--- src/rtl/mips_pkg.sv ---
// rtl/mips_pkg.sv - shared ALU op codes and buffer-entry flag types
package mips_pkg;

    localparam logic [3:0] ALU_AND = 4'b0000;
    localparam logic [3:0] ALU_OR  = 4'b0001;
    localparam logic [3:0] ALU_ADD = 4'b0010;
    localparam logic [3:0] ALU_SUB = 4'b0110;
    localparam logic [3:0] ALU_SLT = 4'b0111;
    localparam logic [3:0] ALU_NOR = 4'b1100;

    // Status flags stored alongside each result in the output buffer
    typedef struct packed {
        logic zero;
        logic overflow;
        logic illegal_op;
    } alu_flags_t;

endpackage

--- src/rtl/alu_core.sv ---
// rtl/alu_core.sv - combinational ALU: op code and operands to result and flags
module alu_core
    import mips_pkg::*;
#(
    parameter int WIDTH = 32
) (
    input  logic [3:0]       i_op,
    input  logic [WIDTH-1:0] i_src_a,
    input  logic [WIDTH-1:0] i_src_b,
    output logic [WIDTH-1:0] o_result,
    output alu_flags_t       o_flags
);

    logic [WIDTH-1:0] w_sum;
    logic [WIDTH-1:0] w_diff;
    logic             w_ovf_add;
    logic             w_ovf_sub;
    logic             w_slt;

    assign w_sum     = i_src_a + i_src_b;
    assign w_diff    = i_src_a - i_src_b;
    assign w_ovf_add = (i_src_a[WIDTH-1] == i_src_b[WIDTH-1]) && (w_sum[WIDTH-1] != i_src_a[WIDTH-1]);
    assign w_ovf_sub = (i_src_a[WIDTH-1] != i_src_b[WIDTH-1]) && (w_diff[WIDTH-1] != i_src_a[WIDTH-1]);
    // Sign of the difference corrected by overflow keeps SLT right at the extremes
    assign w_slt     = w_diff[WIDTH-1] ^ w_ovf_sub;

    always_comb begin
        o_result           = '0;
        o_flags.overflow   = 1'b0;
        o_flags.illegal_op = 1'b0;
        case (i_op)
            ALU_AND: o_result = i_src_a & i_src_b;
            ALU_OR:  o_result = i_src_a | i_src_b;
            ALU_ADD: begin
                o_result         = w_sum;
                o_flags.overflow = w_ovf_add;
            end
            ALU_SUB: begin
                o_result         = w_diff;
                o_flags.overflow = w_ovf_sub;
            end
            ALU_SLT: o_result = {{(WIDTH-1){1'b0}}, w_slt};
            ALU_NOR: o_result = ~(i_src_a | i_src_b);
            default: o_flags.illegal_op = 1'b1;
        endcase
        o_flags.zero = (o_result == '0);
    end

endmodule

--- src/rtl/alu_exec_unit.sv ---
// rtl/alu_exec_unit.sv - registered execute-stage ALU with main + skid output buffer
module alu_exec_unit
    import mips_pkg::*;
#(
    parameter int WIDTH = 32
) (
    input  logic             clk,
    input  logic             reset,
    input  logic             inValid,
    output logic             inReady,
    input  logic [3:0]       aluOperation,
    input  logic [WIDTH-1:0] srcA,
    input  logic [WIDTH-1:0] srcB,
    output logic             outValid,
    input  logic             outReady,
    output logic [WIDTH-1:0] aluResult,
    output logic             zero,
    output logic             overflow,
    output logic             illegalOp
);

    typedef struct packed {
        logic [WIDTH-1:0] result;
        alu_flags_t       flags;
    } entry_t;

    logic [WIDTH-1:0] w_result;
    alu_flags_t       w_flags;
    entry_t           w_new;
    entry_t           r_main;
    entry_t           r_skid;
    logic             r_main_valid;
    logic             r_skid_valid;
    logic             w_accept;
    logic             w_drain;

    alu_core #(.WIDTH(WIDTH)) u_alu_core (
        .i_op    (aluOperation),
        .i_src_a (srcA),
        .i_src_b (srcB),
        .o_result(w_result),
        .o_flags (w_flags)
    );

    assign w_new    = '{result: w_result, flags: w_flags};
    assign inReady  = !r_skid_valid;
    assign w_accept = inValid && !r_skid_valid;
    assign w_drain  = r_main_valid && outReady;

    always_ff @(posedge clk) begin
        if (reset) begin
            r_main       <= '0;
            r_skid       <= '0;
            r_main_valid <= 1'b0;
            r_skid_valid <= 1'b0;
        end else if (r_skid_valid) begin
            // No accept is possible here; only the skid-to-main move on drain
            if (w_drain) begin
                r_main       <= r_skid;
                r_skid_valid <= 1'b0;
            end
        end else if (w_accept) begin
            if (!r_main_valid || w_drain) begin
                r_main       <= w_new;
                r_main_valid <= 1'b1;
            end else begin
                r_skid       <= w_new;
                r_skid_valid <= 1'b1;
            end
        end else if (w_drain) begin
            r_main_valid <= 1'b0;
        end
    end

    assign outValid  = r_main_valid;
    assign aluResult = r_main.result;
    assign zero      = r_main.flags.zero;
    assign overflow  = r_main.flags.overflow;
    assign illegalOp = r_main.flags.illegal_op;

endmodule

--- config.mk ---
export PLATFORM = sky130hd
export DESIGN_NAME = alu_exec_unit
export DESIGN_NICKNAME = d
export VERILOG_FILES = /design/src/rtl/mips_pkg.sv /design/src/rtl/alu_core.sv /design/src/rtl/alu_exec_unit.sv
export SDC_FILE = /design/constraint.sdc
export NUM_CORES = 1
export LEC_CHECK = 0
export ABC_AREA = 1
export ABC_CLOCK_PERIOD_IN_PS = 4900
export CORE_UTILIZATION = 40
export DETAILED_ROUTE_END_ITERATION = 8
export DONT_BUFFER_PORTS = 1
export RECOVER_POWER = 25
export SLEW_MARGIN = 20
export SYNTH_ARGS = -nofsm -noshare
export SYNTH_HDL_FRONTEND = slang
export SYNTH_SLANG_ARGS = --single-unit
export TNS_END_PERCENT = 20
--- constraint.sdc ---
create_clock -name clk -period 4.9 [get_ports clk]
set_clock_uncertainty 0.15 [all_clocks]
set_input_delay 1.225 -clock clk [delete_from_list [all_inputs] [get_ports clk]]
set_output_delay 1.225 -clock clk [all_outputs]
set_load 0.01 [all_outputs]
== After elaboration in Yosys (flattened, before gate mapping) ==
Cells that the tools add are included.

* Add/sub/neg operators: 2
* Eq/ne operators: 11
* Multiplexer cells: 14
* Bitwise logic cells: 6
* Reduce and logical (&&, ||, !) cells: 16

{| class="wikitable"
|+ Operators by type and width
! kind !! number
|-
| $pmux 32 s6 || 1
|-
| $mux 35 || 4
|-
| $add 32x32->32 || 1
|-
| $and 32x32->32 || 1
|-
| $logic_not 32->1 || 1
|-
| $not 32->32 || 1
|-
| $or 32x32->32 || 1
|-
| $sub 32x32->32 || 1
|-
| $reduce_and 3->1 || 3
|-
| $eq 4x3->1 const B || 2
|-
| $mux 1 || 8
|-
| $reduce_bool 2->1 || 3
|-
| $reduce_or 6->1 || 1
|-
| $eq 4x1->1 const B || 1
|-
| $eq 4x2->1 const B || 1
|-
| $eq 4x4->1 const B || 1
|-
| $logic_and 1x1->1 || 4
|-
| $logic_not 4->1 || 1
|-
| $ne 2x1->1 const B || 2
|-
| $ne 1x1->1 || 3
|-
| $logic_not 1->1 || 2
|-
| $not 1->1 || 2
|-
| $pmux 1 s2 || 1
|-
| $eq 1x1->1 || 1
|-
| other kinds (2) || 2
|}

* Bits in registers: 72
* Input bits: 72
* Word-level logic and storage cells: 59

== Depth between registers and ports, before layout ==
* Word-level depth: 9
* Gate-level depth with buffers: 33
* Mapped depth without buffers: 32

== By module ==
Synthesis repeated with hierarchy kept, for this count alone.

* Cells, all modules: 1854
* Area total of the unflattened synthesis: 10000.8 um^2

{| class="wikitable"
|+ Modules (own cells, without submodules)
! module !! instances !! cells each !! area each (um^2) !! seq. area each (um^2)
|-
| alu_core || 1 || 1352 || 6830.3 || 0.0
|-
| alu_exec_unit || 1 || 502 || 3170.5 || 1441.4
|}

== Worst setup path before layout ==
OpenSTA, ideal clock, no wires.

* Path type: input to register
* From: input port srcA[11]
* To: register r_main (netlist bit zero)
* Setup time: 67 ps
* Data arrival time: 4113 ps
* Path slack: 570 ps
* Stages on the path: 26
* Buffers on the path: 1
* Cells stage by stage: inv_1 > ha_1 > buf_6 > nor2_1 > nand2_1 > nor2_1 > nand2_1 > nand2_1 > nand2_1 > a21oi_2 > nor2_1 > nor2_1 > nor2_1 > fa_1 > o21ai_0 > a211oi_1 > nand2_1 > nor2_2 > nand3_1 > nor2_1 > nand2_1 > nor2_1 > nand2_1 > nand2_1 > nand2_1 > a21oi_2

* Longest elaborated chain between the ends: 9
* Elaborated cells between the ends (all ways): 13
* Those cells by class: 2 x add/sub; 1 x eq/ne; 4 x mux; 4 x bitwise; 2 x reduce/logical

{| class="wikitable"
|+ RTL lines
! element !! RTL line !! source
|-
| from (decl) || alu_exec_unit.sv:12 || <nowiki>input logic [WIDTH-1:0] srcA,</nowiki>
|-
| $sub 32x32->32 || alu_core.sv:21 || <nowiki>assign w_diff = i_src_a - i_src_b;</nowiki>
|-
| $ne 1x1->1 || alu_core.sv:23 || <nowiki>assign w_ovf_sub = (i_src_a[WIDTH-1] != i_src_b[WIDTH-1]) && (w_diff[WIDTH-1] != i_src_a[WIDTH-1]);</nowiki>
|-
| $logic_and 1x1->1 || alu_core.sv:23 ||
|-
| $xor 1x1->1 || alu_core.sv:25 || <nowiki>assign w_slt = w_diff[WIDTH-1] ^ w_ovf_sub;</nowiki>
|-
| $pmux 32 s6 * || alu_core.sv:31 || <nowiki>case (i_op)</nowiki>
|-
| $logic_not 32->1 * || alu_core.sv:46 || <nowiki>o_flags.zero = (o_result == '0);</nowiki>
|-
| $mux 35 * || alu_exec_unit.sv:63 || <nowiki>if (!r_main_valid || w_drain) begin</nowiki>
|-
| $mux 35 * || alu_exec_unit.sv:62 || <nowiki>end else if (w_accept) begin</nowiki>
|-
| $mux 35 * || alu_exec_unit.sv:56 || <nowiki>end else if (r_skid_valid) begin</nowiki>
|-
| to (signal assigned) || alu_exec_unit.sv:59 || <nowiki>r_main <= r_skid;</nowiki>
|-
| to (signal assigned) || alu_exec_unit.sv:64 || <nowiki>r_main <= w_new;</nowiki>
|-
| to (decl) || alu_exec_unit.sv:30 || <nowiki>entry_t r_main;</nowiki>
|}

Every way passes the cells marked *; elsewhere a longest branch is shown, timed or not. The select of a mux whose other input is x is not followed.
A chain may end at the register's enable or synchronous reset.

== Worst setup path in the final report ==
* From: input port srcA[16]
* To: register r_main (netlist bit zero)

The elaborated chain is that of the path after synthesis.

==> flow_summary.rst <==
.. list-table::
   :header-rows: 1

   * - Metric
     - Value
   * - Max Fclk
     - roughly 0.22 GHz
   * - Number of post-CTS setup repair buffers
     - 0
   * - P_sw
     - 835 uW
   * - CP most frequent cell
     - nor2_1
   * - Outcome
     - finished clean
   * - Total power divided by cell area
     - ~210 nW/um2
   * - Post-DP Area
     - 9980 um2
   * - Starting utilization of the core area
     - 40.8%
   * - Final design instance area without fill
     - roughly 10000 um2
   * - # IOs
     - ~110
   * - Most area-consuming cells after synthesis
     - nand2_1 (19%), dfxtp_1 (15%), inv_1 (14%)
   * - Critical Path End Type
     - flop
   * - Transition time at the pin with the least slew margin
     - slightly below 0.9 ns
   * - Number of rows in the core area
     - 56
   * - Layout overhead on the synthesized area
     - 7.27%
   * - Number of nets produced by synthesis
     - between 1500 and 2000
   * - Unrepaired setup endpoints after global routing
     - false
   * - Final-layout worst hold slack
     - around 0.35 ns
   * - First-pass DRT Iterations
     - 5
   * - Part of the total power dissipated in sequential elements
     - between 30% and 40%
   * - Startpoint type of the worst setup path
     - input pin
   * - Post-synth top area cell
     - nand2_1
   * - Class of the most critical hold timing path
     - reg2reg
   * - WP data required
     - 5.01 ns
   * - Data arrival time of the worst path
     - between 4 and 5 ns
   * - Worst rel slew slack
     - between 40% and 50%
   * - TritonCTS buffer count
     - 9
   * - Post-synthesis sequential element count
     - ~70
   * - Die ar.
     - 24500 um2
   * - Number of H-tree branching levels
     - 3
   * - Vias per cell
     - 5.13
   * - Fraction of power consumed by the clock network
     - around 30%
   * - Final routed wire length divided by cell count
     - about 17 um
   * - CP max FO
     - 4
   * - Count of unique library cells instantiated by Yosys
     - 38
   * - Hold bufs inserted after CTS
     - 0
   * - Combinational group share of total power
     - between 40% and 50%
   * - Total clock sinks
     - 72
   * - Total of fill cells in the finished design
     - 2646
   * - Placer Congestion
     - about 0.99
   * - Share of cells above drive strength 1
     - approximately 4.8%
   * - Most common cell after layout, fill and taps aside
     - nand2_1
   * - Initial antenna violation count
     - 0
   * - Final Max Slew Viols
     - 0
   * - Critical path's slowest cell
     - fa_1
   * - Wire length of the first global-routing pass
     - about 52000 um
   * - Clock buffer depth
     - 2
   * - Remaining antenna violation count
     - 0
   * - Most frequent cells in the layout
     - nand2_1 (479), inv_1 (347), nor2_1 (181)
   * - Accumulated negative setup slack
     - 0 ns
   * - Max capacitance violation total
     - 0
   * - Mean cell area of the mapped netlist
     - around 5.5 um2
   * - DP Wirelength
     - ~28000 um
   * - Switching power share of the total
     - 39.3%
   * - Vias
     - between 10000 and 15000
   * - Die Ht
     - between 150 and 200 um
   * - Crit path largest cell delay
     - 0.52 ns
   * - Post-synthesis cell area
     - 9570 um2
   * - Area of the multi-input gates
     - around 6500 um2
   * - Detailed-route DRC error count
     - 0
   * - Number of buffers inserted by port buffering
     - 0
   * - Synth Instances
     - 1736
   * - FF+latch area
     - about 1400 um2
   * - Routed wire length
     - about 34000 um
   * - Pin count of the biggest net entering global routing
     - 57
   * - Final period utilization
     - between 90% and 100%
   * - Width of the die
     - about 160 um
   * - Worst IR drop on VDD
     - roughly 0.00020 V
   * - Number of nets in the layout
     - roughly 1900
   * - Setup violators final
     - 0
   * - YS warnings
     - 0
   * - Minimum clock period after layout
     - approximately 4.4 ns
   * - Global route total overflow
     - 0
   * - Aggregate global-route resource usage
     - around 28%
   * - Number of global-route vias before repair
     - ~9700
   * - TritonCTS clock tree
     - done
   * - Area of the placeable core
     - 23500 um2
   * - Clk slew on worst S/H paths
     - ~0.05 ns
   * - Total inserted antenna cells
     - 0
   * - WS Path Type
     - in2reg
   * - CTS root buf
     - clkbuf_16
   * - Cell leakage power
     - roughly 0.0057 uW
   * - Hold Violations, Final
     - 0
   * - Part of the Yosys area used for sequential elements
     - between 10% and 20%
   * - Synth top area share
     - a little under a fifth
   * - Internal power of the cells
     - 1290 uW
   * - Latest clock arrival within the worst-skew pair
     - about 0.33 ns
   * - 1st-iter DRT viols
     - roughly 860
   * - Post-cts repair resize count
     - 0
==> metrics by stage <==
step | std cells | util [%] | setup WS [ns] | total power [uW]
after floorplan | 1736 | - | 0.570 | 1240
after global placement | 2036 | 42.5 | 0.178 | 1480
after detailed placement | 2036 | 42.5 | 0.175 | 1490
after CTS | 2051 | 43.7 | 0.508 | 2130
after global routing | 2051 | 43.7 | 0.000380 | 2270
final | 2051 | 43.7 | 0.450 | 2120
==> state kept, by name (all words and copies together) (netlist names) <==
signal / count
overflow: 1
zero: 1
r_skid: 35
r_skid_valid: 1
illegalOp: 1
aluResult: 32
outValid: 1
==> path summary, 6_finish.rpt <==
kind / from / to / slack, ns / depth (start not counted)
max: srcA[16] / zero / 0.45 / 25
max reg2reg: r_skid_valid / aluResult[10] / 2.15 / 7
min: aluResult[24] / aluResult[24] / 0.35 / 2
min reg2reg: aluResult[24] / aluResult[24] / 0.35 / 2
==> final cells by class <==
type	count	area share, %
clock buffer	12	2.40
clock inverter	3	0.414
inverter	350	12.8
multi-input combinational	1251	63.2
sequential	72	14.0
tap	319	3.89
timing repair buffer	44	3.22
==> routing by layer <==
layer	up-vias	routed length [um]	track usage, %
li1	5391	-	-
met1	4722	16200	38.6
met2	350	14500	43.9
met3	57	2170	3.93
met4	0	1060	9.94
met5	-	0	0
==> power groups by stage <==
stage | sequential [uW] | clock (uW) | combinational, uW
6_report | 639 | 636 | 850
5_1_grt | 642 | 676 | 955
4_1_cts | 640 | 648 | 837
3_5_place_dp | 652 | 0 | 833
3_3_place_gp | 651 | 0 | 831
2_1_floorplan | 647 | 0 | 590
==> critical path: cells and delay by family <==
kind,cells,cell delay [ns]
buffers and inverters,2,0.10
adder cells (fa/ha/maj),2,0.89
AND/OR/NAND/NOR,15,1.28
AO/OA/AOI/OAI,6,1.06
==> kinds of logic after synthesis <==
group,synth area share (%)
compound gates,16.8
xor+xnor,0.275
fa+ha+maj,14.0
buf+inv,17.2
flops,15.1
simple gates,36.8
==> cells in the mapped netlist <==
cell type and instances:
a2111oi_0 1, a211oi_1 1, a21boi_0 1, a21o_1 1, a21oi_1 145, a21oi_2 3
a221oi_1 22, a31oi_1 3, and2_0 1, and2_1 3, buf_1 1, buf_2 22
buf_4 9, buf_6 4, clkbuf_1 27, clkinv_1 1, dfxtp_1 72, fa_1 3
ha_1 102, inv_1 347, inv_2 2, nand2_1 480, nand2_2 4, nand3_1 133
nand3_2 6, nand3b_1 2, nand4_1 18, nor2_1 182, nor2_2 7, nor3_1 12
nor3_2 2, nor4_1 1, o211ai_1 7, o21ai_0 99, o21ai_1 2, o21bai_1 7
xnor2_1 1, xor2_1 2
No activity file was read; power rests on OpenSTA's default activity.
